### src/rtl/whack_game_ctrl_if.sv
// Board/display side signals of the whack-a-lamp game engine.
// WHACK_FALSE_HIT_PENALTY_EN adds the false_hit_pulse signal.
interface whack_game_ctrl_if #(
  parameter int NUM_CH  = 4,
  parameter int SCORE_W = 8
);
  logic               tick_en;
  logic [NUM_CH-1:0]  btn_n;
  logic               start_n;
  logic [NUM_CH-1:0]  lamp;
  logic [SCORE_W-1:0] score;
  logic               in_game;
  logic               game_won;
  logic               game_lost;
  logic [NUM_CH-1:0]  hit_pulse;
  logic [NUM_CH-1:0]  miss_pulse;
`ifdef WHACK_FALSE_HIT_PENALTY_EN
  logic [NUM_CH-1:0]  false_hit_pulse;
`endif

  modport master (
    output tick_en,
    output btn_n,
    output start_n,
    input  lamp,
    input  score,
    input  in_game,
    input  game_won,
    input  game_lost,
    input  hit_pulse,
`ifdef WHACK_FALSE_HIT_PENALTY_EN
    input  false_hit_pulse,
`endif
    input  miss_pulse
  );

  modport slave (
    input  tick_en,
    input  btn_n,
    input  start_n,
    output lamp,
    output score,
    output in_game,
    output game_won,
    output game_lost,
    output hit_pulse,
`ifdef WHACK_FALSE_HIT_PENALTY_EN
    output false_hit_pulse,
`endif
    output miss_pulse
  );
endinterface

### src/rtl/whack_game_ctrl.sv
// N-channel whack-a-lamp engine: synchronised buttons, per-channel lit/dark timers, clamped score.
// Optional WHACK_FALSE_HIT_PENALTY_EN: presses on dark channels cost one point.
module whack_game_ctrl #(
  parameter int NUM_CH      = 4,
  parameter int CNT_W       = 28,
  parameter int SCORE_W     = 8,
  parameter int START_SCORE = 3,
  parameter int WIN_SCORE   = 12,
  parameter int LIT_TICKS   = 50,
  parameter int DARK_BASE   = 100,
  parameter int DARK_STEP   = 25
) (
  input  logic             clk,
  input  logic             reset,
  whack_game_ctrl_if.slave io
);
  localparam int DW = SCORE_W + 5;

  typedef enum logic [1:0] {
    ST_IDLE,
    ST_PLAY,
    ST_OVER
  } state_e;

  state_e state_q, state_d;

  logic [NUM_CH:0] sync1_q, sync2_q, prev_q;
  logic [NUM_CH:0] press;
  logic            start_press;

  logic [NUM_CH-1:0]  lit_q, lit_d;
  logic [CNT_W-1:0]   cnt_q [NUM_CH];
  logic [CNT_W-1:0]   cnt_d [NUM_CH];
  logic [SCORE_W-1:0] score_q, score_d;
  logic               won_q, won_d;
  logic               lost_q, lost_d;
  logic [NUM_CH-1:0]  hit_q, hit_d;
  logic [NUM_CH-1:0]  miss_q, miss_d;

  logic signed [DW-1:0] n_hit, n_miss, delta, sum;

`ifdef WHACK_FALSE_HIT_PENALTY_EN
  logic [NUM_CH-1:0]    fhit_q, fhit_d;
  logic signed [DW-1:0] n_fhit;
`endif

  // Bit NUM_CH carries the start button alongside the channel buttons
  assign press       = prev_q & ~sync2_q;
  assign start_press = press[NUM_CH];

  always_ff @(posedge clk) begin
    if (reset) begin
      sync1_q <= '1;
      sync2_q <= '1;
      prev_q  <= '1;
      state_q <= ST_IDLE;
      lit_q   <= '0;
      cnt_q   <= '{default: '0};
      score_q <= '0;
      won_q   <= 1'b0;
      lost_q  <= 1'b0;
      hit_q   <= '0;
      miss_q  <= '0;
`ifdef WHACK_FALSE_HIT_PENALTY_EN
      fhit_q  <= '0;
`endif
    end else begin
      sync1_q <= {io.start_n, io.btn_n};
      sync2_q <= sync1_q;
      prev_q  <= sync2_q;
      state_q <= state_d;
      lit_q   <= lit_d;
      cnt_q   <= cnt_d;
      score_q <= score_d;
      won_q   <= won_d;
      lost_q  <= lost_d;
      hit_q   <= hit_d;
      miss_q  <= miss_d;
`ifdef WHACK_FALSE_HIT_PENALTY_EN
      fhit_q  <= fhit_d;
`endif
    end
  end

  always_comb begin
    state_d = state_q;
    lit_d   = lit_q;
    cnt_d   = cnt_q;
    score_d = score_q;
    won_d   = won_q;
    lost_d  = lost_q;
    hit_d   = '0;
    miss_d  = '0;
    n_hit   = '0;
    n_miss  = '0;
    delta   = '0;
    sum     = '0;
`ifdef WHACK_FALSE_HIT_PENALTY_EN
    fhit_d  = '0;
    n_fhit  = '0;
`endif
    unique case (state_q)
      ST_IDLE, ST_OVER: begin
        if (start_press) begin
          state_d = ST_PLAY;
          lit_d   = '0;
          cnt_d   = '{default: '0};
          score_d = SCORE_W'(START_SCORE);
          won_d   = 1'b0;
          lost_d  = 1'b0;
        end
      end
      ST_PLAY: begin
        for (int i = 0; i < NUM_CH; i++) begin
          if (lit_q[i]) begin
            // A press beats a timeout landing on the same edge
            if (press[i]) begin
              lit_d[i] = 1'b0;
              cnt_d[i] = '0;
              hit_d[i] = 1'b1;
            end else if (io.tick_en) begin
              if (cnt_q[i] == CNT_W'(LIT_TICKS - 1)) begin
                lit_d[i]  = 1'b0;
                cnt_d[i]  = '0;
                miss_d[i] = 1'b1;
              end else begin
                cnt_d[i] = cnt_q[i] + CNT_W'(1);
              end
            end
          end else begin
`ifdef WHACK_FALSE_HIT_PENALTY_EN
            if (press[i]) fhit_d[i] = 1'b1;
`endif
            if (io.tick_en) begin
              if (cnt_q[i] == CNT_W'(DARK_BASE + i * DARK_STEP - 1)) begin
                lit_d[i] = 1'b1;
                cnt_d[i] = '0;
              end else begin
                cnt_d[i] = cnt_q[i] + CNT_W'(1);
              end
            end
          end
          n_hit  = n_hit + DW'(hit_d[i]);
          n_miss = n_miss + DW'(miss_d[i]);
`ifdef WHACK_FALSE_HIT_PENALTY_EN
          n_fhit = n_fhit + DW'(fhit_d[i]);
`endif
        end
`ifdef WHACK_FALSE_HIT_PENALTY_EN
        delta = n_hit - n_miss - n_fhit;
`else
        delta = n_hit - n_miss;
`endif
        sum = $signed({5'b0, score_q}) + delta;
        if (sum < 0) begin
          score_d = '0;
        end else if (sum > $signed({5'b0, {SCORE_W{1'b1}}})) begin
          score_d = '1;
        end else begin
          score_d = sum[SCORE_W-1:0];
        end
        if (score_d >= SCORE_W'(WIN_SCORE)) begin
          state_d = ST_OVER;
          won_d   = 1'b1;
        end else if (score_d == '0 && delta < 0) begin
          state_d = ST_OVER;
          lost_d  = 1'b1;
        end
      end
      default: state_d = ST_IDLE;
    endcase
  end

  assign io.lamp = (state_q == ST_PLAY) ? lit_q :
                   (state_q == ST_OVER && won_q) ? '1 : '0;
  assign io.score      = score_q;
  assign io.in_game    = (state_q == ST_PLAY);
  assign io.game_won   = won_q;
  assign io.game_lost  = lost_q;
  assign io.hit_pulse  = hit_q;
  assign io.miss_pulse = miss_q;
`ifdef WHACK_FALSE_HIT_PENALTY_EN
  assign io.false_hit_pulse = fhit_q;
`endif
endmodule

### src/flat_wrapper.sv
// flat-port wrapper written by rule: the top's interface ports become plain ports
module whack_game_ctrl_flat 
#(
  parameter int NUM_CH      = 4,
  parameter int CNT_W       = 28,
  parameter int SCORE_W     = 8,
  parameter int START_SCORE = 3,
  parameter int WIN_SCORE   = 12,
  parameter int LIT_TICKS   = 50,
  parameter int DARK_BASE   = 100,
  parameter int DARK_STEP   = 25
)
  (clk, reset, io_tick_en, io_btn_n, io_start_n, io_lamp, io_score, io_in_game, io_game_won, io_game_lost, io_hit_pulse, io_miss_pulse);
  whack_game_ctrl_if #(.NUM_CH(NUM_CH), .SCORE_W(SCORE_W)) io_i ();
  input  logic clk;
  input  logic reset;
  input wire logic [$bits(io_i.tick_en)-1:0] io_tick_en;
  input wire logic [$bits(io_i.btn_n)-1:0] io_btn_n;
  input wire logic [$bits(io_i.start_n)-1:0] io_start_n;
  output wire logic [$bits(io_i.lamp)-1:0] io_lamp;
  output wire logic [$bits(io_i.score)-1:0] io_score;
  output wire logic [$bits(io_i.in_game)-1:0] io_in_game;
  output wire logic [$bits(io_i.game_won)-1:0] io_game_won;
  output wire logic [$bits(io_i.game_lost)-1:0] io_game_lost;
  output wire logic [$bits(io_i.hit_pulse)-1:0] io_hit_pulse;
  output wire logic [$bits(io_i.miss_pulse)-1:0] io_miss_pulse;
  assign io_i.tick_en = io_tick_en;
  assign io_i.btn_n = io_btn_n;
  assign io_i.start_n = io_start_n;
  assign io_lamp = io_i.lamp;
  assign io_score = io_i.score;
  assign io_in_game = io_i.in_game;
  assign io_game_won = io_i.game_won;
  assign io_game_lost = io_i.game_lost;
  assign io_hit_pulse = io_i.hit_pulse;
  assign io_miss_pulse = io_i.miss_pulse;
  whack_game_ctrl #(.NUM_CH(NUM_CH), .CNT_W(CNT_W), .SCORE_W(SCORE_W), .START_SCORE(START_SCORE), .WIN_SCORE(WIN_SCORE), .LIT_TICKS(LIT_TICKS), .DARK_BASE(DARK_BASE), .DARK_STEP(DARK_STEP)) u_core (.clk(clk), .reset(reset), .io(io_i));
endmodule
### config.mk
export PLATFORM = sky130hd
export DESIGN_NAME = whack_game_ctrl_flat
export DESIGN_NICKNAME = d
export VERILOG_FILES = /design/src/rtl/whack_game_ctrl_if.sv /design/src/rtl/whack_game_ctrl.sv /design/src/flat_wrapper.sv
export SDC_FILE = /design/constraint.sdc
export NUM_CORES = 1
export LEC_CHECK = 0
export CORE_UTILIZATION = 35
export DETAILED_ROUTE_END_ITERATION = 12
export HOLD_SLACK_MARGIN = 0.02
export PLACE_DENSITY = 0.62
export SLEW_MARGIN = 40
export SYNTH_ARGS = -nofsm -noshare
export SYNTH_HDL_FRONTEND = slang
export SYNTH_SLANG_ARGS = --single-unit
### constraint.sdc
create_clock -name clk -period 7.1 [get_ports clk]
set_input_delay 1.42 -clock clk [delete_from_list [all_inputs] [get_ports clk]]
set_output_delay 1.42 -clock clk [all_outputs]
set_load 0.01 [all_outputs]
# Word-level counts from Yosys, hierarchy flattened
# Index checks and enable logic that the tools add are counted.
# Widths: inputs -> output; s select.
# totals
register_bits	151
# classes
addsub	12
n_lt_le_gt_ge	4
n_eq_ne	23
muxes	101
bitwise_logic	3
n_reduce_logical	15
# op_table
operator	count
$mux 28	24
$pmux 112 s2	1
$add 28x1->28 const B	4
$eq 28x6->1 const B	4
$mux 112	1
$mux 1	60
$eq 28x7->1 const B	2
$eq 28x8->1 const B	2
$add 13x1->13	4
$mux 8	4
$lt 13x1->1 const B	2
$ne 3x2->1 const B	8
$reduce_and 4->1	5
$pmux 8 s2	1
$add 9x13->13	1
$gt 13x9->1 const B	1
$sub 13x13->13	1
$mux 4	3
$ge 8x4->1 const B	1
$logic_not 8->1	1
$pmux 4 s2	1
$mux 2	3
$ne 2x1->1 const B	3
$and 5x5->5	1
15 further kinds	20

# Logic depth before layout (Yosys ltp)
# Gate-level depths: netlist (run 1).
# depth
word_depth	20
ltp_mapped	22

# Worst setup path before layout (run 1)
# OpenSTA, ideal clock, no wires.
# synth_timing
path_kind	in2reg
start	in io_tick_en
end	reg u_core.state_q[1]
t_arrival_ns	6.204
setup_slack_ns	0.774
stages	20
cell_sequence	inv_1 -> clkbuf_1 -> or3_1 -> a211o_1 -> fa_1 -> inv_1 -> fa_1 -> inv_1 -> fa_1 -> ha_1 -> inv_1 -> fa_1 -> inv_1 -> ha_1 -> nor2b_1 -> o21ai_0 -> a32oi_1 -> o211a_1 -> a2111o_1 -> o311a_1
# synth_between
elab_chain_cells	17
# synth_rtl
item	line_no	source
from (decl)	flat_wrapper.sv:17	input wire logic [$bits(io_i.tick_en)-1:0] io_tick_en;
$mux 1	whack_game_ctrl.sv:121	end else if (io.tick_en) begin
$mux 1	whack_game_ctrl.sv:117	if (press[i]) begin
$mux 1	whack_game_ctrl.sv:115	if (lit_q[i]) begin
$mux 1	whack_game_ctrl.sv:102	unique case (state_q)
$add 1x1->2	whack_game_ctrl.sv:144	n_miss = n_miss + DW'(miss_d[i]);
$add 13x1->13	whack_game_ctrl.sv:144	
$add 13x1->13 (*)	whack_game_ctrl.sv:144	
$sub 13x13->13 (*)	whack_game_ctrl.sv:152	delta = n_hit - n_miss;
branches (longest 9 deep; another with $add 9x13->13)	-	
to (signal assigned)	whack_game_ctrl.sv:71	state_q <= state_d;
to (decl)	whack_game_ctrl.sv:25	state_e state_q, state_d;
# Mark *: on every way between the ends. The select of a mux whose other input is x is not followed.
# A chain may end at the register's enable or synchronous reset.

# Worst setup path after layout (run 1)
# Ends and elaborated chain as after synthesis.

==> impl_metrics.tcl, run 1 <==
set metrics [dict create \
    status "complete, but fails checks" \
    violations "design-rule violations" \
    port_buffers 30 \
    final_area_um2 9170 \
    synth_area_per_cell_um2 8.17 \
    use_met3_pct 4.08 \
    slowest_stage "fa_1" \
    skew_ns 0.0139 \
    crit_fanout 5 \
    syn_area_um2 7960 \
    hold_path.class "reg -> reg" \
    grt_max_degree 56 \
    utilization_pct 41.5 \
    worstPathCellList "clkdlybuf4s50_1 > inv_1 > or3_1 > a211o_1 > fa_1 > inv_1 > fa_1 > inv_1 > fa_1 > ha_1 > inv_1 > fa_1 > inv_1 > ha_1 > nor2b_1 > o21ai_0 > a32oi_1 > o211a_1 > a2111o_1 > o311a_1" \
    use_met2_pct 27.0 \
    gp_congestion 0.867 \
    drt-initial-drc-count 332 \
    synth_seq_area_share_pct 38.0 \
    cts_hold_buf 0 \
    dieArea_um2 23400 \
    critPathLaunch "io_tick_en" \
    synthTopCellsByCount "dfxtp_1 (151), nor2_1 (141), nand2_1 (93)" \
    finalMaxSlewViolations 0 \
    reg2reg_depth 20 \
    hold_viol_final 0 \
    synth_top_area_share_pct 38.0 \
    ys_warn_count 0 \
    top_usage_layer "met2" \
    h-tree-depth 4 \
    reg2reg_slack_ns 1.03 \
    die_h_um 153 \
    hold_depth 1 \
    crit_type "in -> reg" \
    post-dp-hpwl_mm 13.3 \
    critPathTopFamily "adder cells" \
    synthTopCellsByArea "dfxtp_1 (38%), nor2_1 (6.6%), xor2_1 (4.7%)" \
    async_flop_share_pct 0 \
    finalCriticalPeriod_ns 6.60 \
    clk_latency_ns 0.44 \
    power_density_nw_per_um2 205 \
    fin_tns_setup_ns 0 \
    dieWidth_um 153 \
    grt_antenna_before_repair 0 \
    maxSlewHeadroom_pct 45.2 \
    worstPathArrival_ns 6.92 \
    dr.pass1.iters 11 \
    synth_ff_type "dfxtp_1" \
    initial_core_util_pct 36.0 \
    routed_wirelength_mm 18.9 \
    synth-edff-count 0 \
    layout-drive-gt1-share_pct 7.59 \
    grt_pass1_vias 6597 \
    cts-resized-gates 0 \
    grt_pass1_wl_mm 32.7 \
    postSynthNetCount 1007 \
    track_usage_pct 17.2 \
    yosysMostFrequentCell "dfxtp_1" \
    syn_to_final_growth_pct 15.2 \
    ys_types 75 \
    hold_slack_ns 0.407 \
    slowest_delay_ns 0.55 \
    crit_path_end "u_core.state_q[1]" \
    drc_errors 2 \
    vias 6989 \
    numCtsBuffers 17 \
    dpl-instance-area_um2 8560 \
    max_freq_ghz 0.152 \
    ys_seq_elements 151 \
    endpoint_kind "flop" \
    p_leak_nw 3.24 \
    antennaDiodeCount 0 \
    ctsRootBufferMaster "clkbuf_16" \
    cpMostUsedCell "inv_1" \
    setup_viol 0 \
    postRouteAntennaNets 0 \
    cts_sinks 151 \
    met1_usage_pct 23.0 \
    synth_top_area_cell "dfxtp_1" \
    drv_cap 0 \
    reg2reg_from "u_core.cnt_q[31]" \
    clkSlewWorstSetupHoldPaths_ns 0.06 \
    rows 54 \
    nNetsFinal 1034 \
    worstPathRequired_ns 7.42 \
    clk_path_buf_depth 2 \
    vias_per_cell 5.40 \
    cp_num_cells 20 \
    rsz0062_at_grt "false" \
    crit_buf_inv 6 \
    grt_overflow 0 \
    period_share_pct 92.9 \
    io_pins 31 \
    fillers 2173 \
    p_total_mw 1.88 \
    critPathLaunchType "input pin" \
    worst_slew_pin_slew_ns 0.815 \
    reg2reg_to "u_core.state_q[1]" \
    post_drt_wl_per_cell_um 14.6 \
    netlist_instances 975 \
    cts_tree "built" \
    core_area_um2 22100 \
    irDropWorstVdd_v 0.000108 \
    postCtsSetupBuffers 0 \
]
[registers in the layout, summed over array words and instances (netlist names)]
signal / count
u_core.cnt_q: 112
u_core.io.game_lost: 1
u_core.io.game_won: 1
u_core.io.hit_pulse: 4
u_core.io.miss_pulse: 4
u_core.io.score: 8
u_core.lit_q: 4
u_core.prev_q: 5
u_core.state_q: 2
u_core.sync1_q: 5
u_core.sync2_q: 5
[logic make-up after synthesis]
logic type                 after synthesis  share of synthesized area (%)
AOI/OAI and AO/OA                      147                           12.7
xor gates and xnor gates                74                           8.14
adders and majority gates               24                           4.34
buffers and inverters                   74                           3.82
DFF                                    151                           38.0
muxes                                    3                          0.393
and+or+nand+nor                        502                           32.6
[metrics by stage]
| step | setup WS, ns | std cells |
|---|---|---|
| final | 0.502 | 1294 |
| after CTS | 0.501 | 1294 |
| after global placement | 0.101 | 1263 |
| after global routing | 0.254 | 1294 |
| after floorplan | 0.774 | 975 |
| after detailed placement | 0.0273 | 1263 |
[placed cells by master (no fill, tap or decap), types with 10 or more instances in the layout]
master and instances:
nor4_1 27, nand3_1 53, o21ai_0 29, nand4_1 43, dfxtp_1 151, nand2_1 93
inv_1 38, a31oi_1 12, clkdlybuf4s50_1 29, and4_1 10, a21o_1 11, ha_1 18
nor2_1 141, xor2_1 43, clkbuf_16 17, or2_2 13, buf_4 12, xnor2_1 31
a21oi_1 32, nor3_1 34, and3_1 13
[metal layers]
| layer | up-vias | part of all wire, % |
|---|---|---|
| met5 | - | 0 |
| met4 | 0 | 2.1 |
| met3 | 23 | 4.0 |
| met2 | 121 | 45 |
| met1 | 3302 | 49 |
| li1 | 3543 | - |
[worst min-delay path by stage]
stage | from | to | slack, ns
after floorplan | u_core.sync1_q[0] | u_core.sync2_q[0] | 0.39
after global placement | u_core.sync1_q[4] | u_core.sync2_q[4] | 0.39
after detailed placement | u_core.sync1_q[4] | u_core.sync2_q[4] | 0.39
after CTS | u_core.sync1_q[4] | u_core.sync2_q[4] | 0.41
after global routing | u_core.sync1_q[4] | u_core.sync2_q[4] | 0.43
final | u_core.sync1_q[4] | u_core.sync2_q[4] | 0.41
[area by class of cell]
| class | count | area, µm² | area share, % |
|---|---|---|---|
| sequential | 151 | 3020 | 33.0 |
| multi-input combinational | 750 | 4660 | 50.8 |
| clock inverter | 11 | 149 | 1.62 |
| timing repair buffer | 42 | 385 | 4.20 |
| tap | 280 | 350 | 3.82 |
| clock buffer | 20 | 457 | 4.98 |
| inverter | 40 | 150 | 1.64 |
[report_power, final]
part | leakage [nW] | switching, mW | total, mW | internal, mW
logic | 1.75 | 0.0643 | 0.0927 | 0.0284
registers | 1.22 | 0.00463 | 0.858 | 0.853
clock network | 0.277 | 0.362 | 0.931 | 0.569
total | 3.24 | 0.431 | 1.88 | 1.45
No activity file was read; power rests on OpenSTA's default activity.
==> run 2: changes to the inputs <==
--- a/config.mk
+++ b/config.mk
@@ -9,6 +9,7 @@
 export DETAILED_ROUTE_END_ITERATION = 12
 export HOLD_SLACK_MARGIN = 0.02
 export PLACE_DENSITY = 0.62
+export SKIP_LAST_GASP = 1
 export SLEW_MARGIN = 40
 export SYNTH_ARGS = -nofsm -noshare
 export SYNTH_HDL_FRONTEND = slang
==> results of run 2 <==
No change in the layout: final DEF, timing and power equal those of run 1.
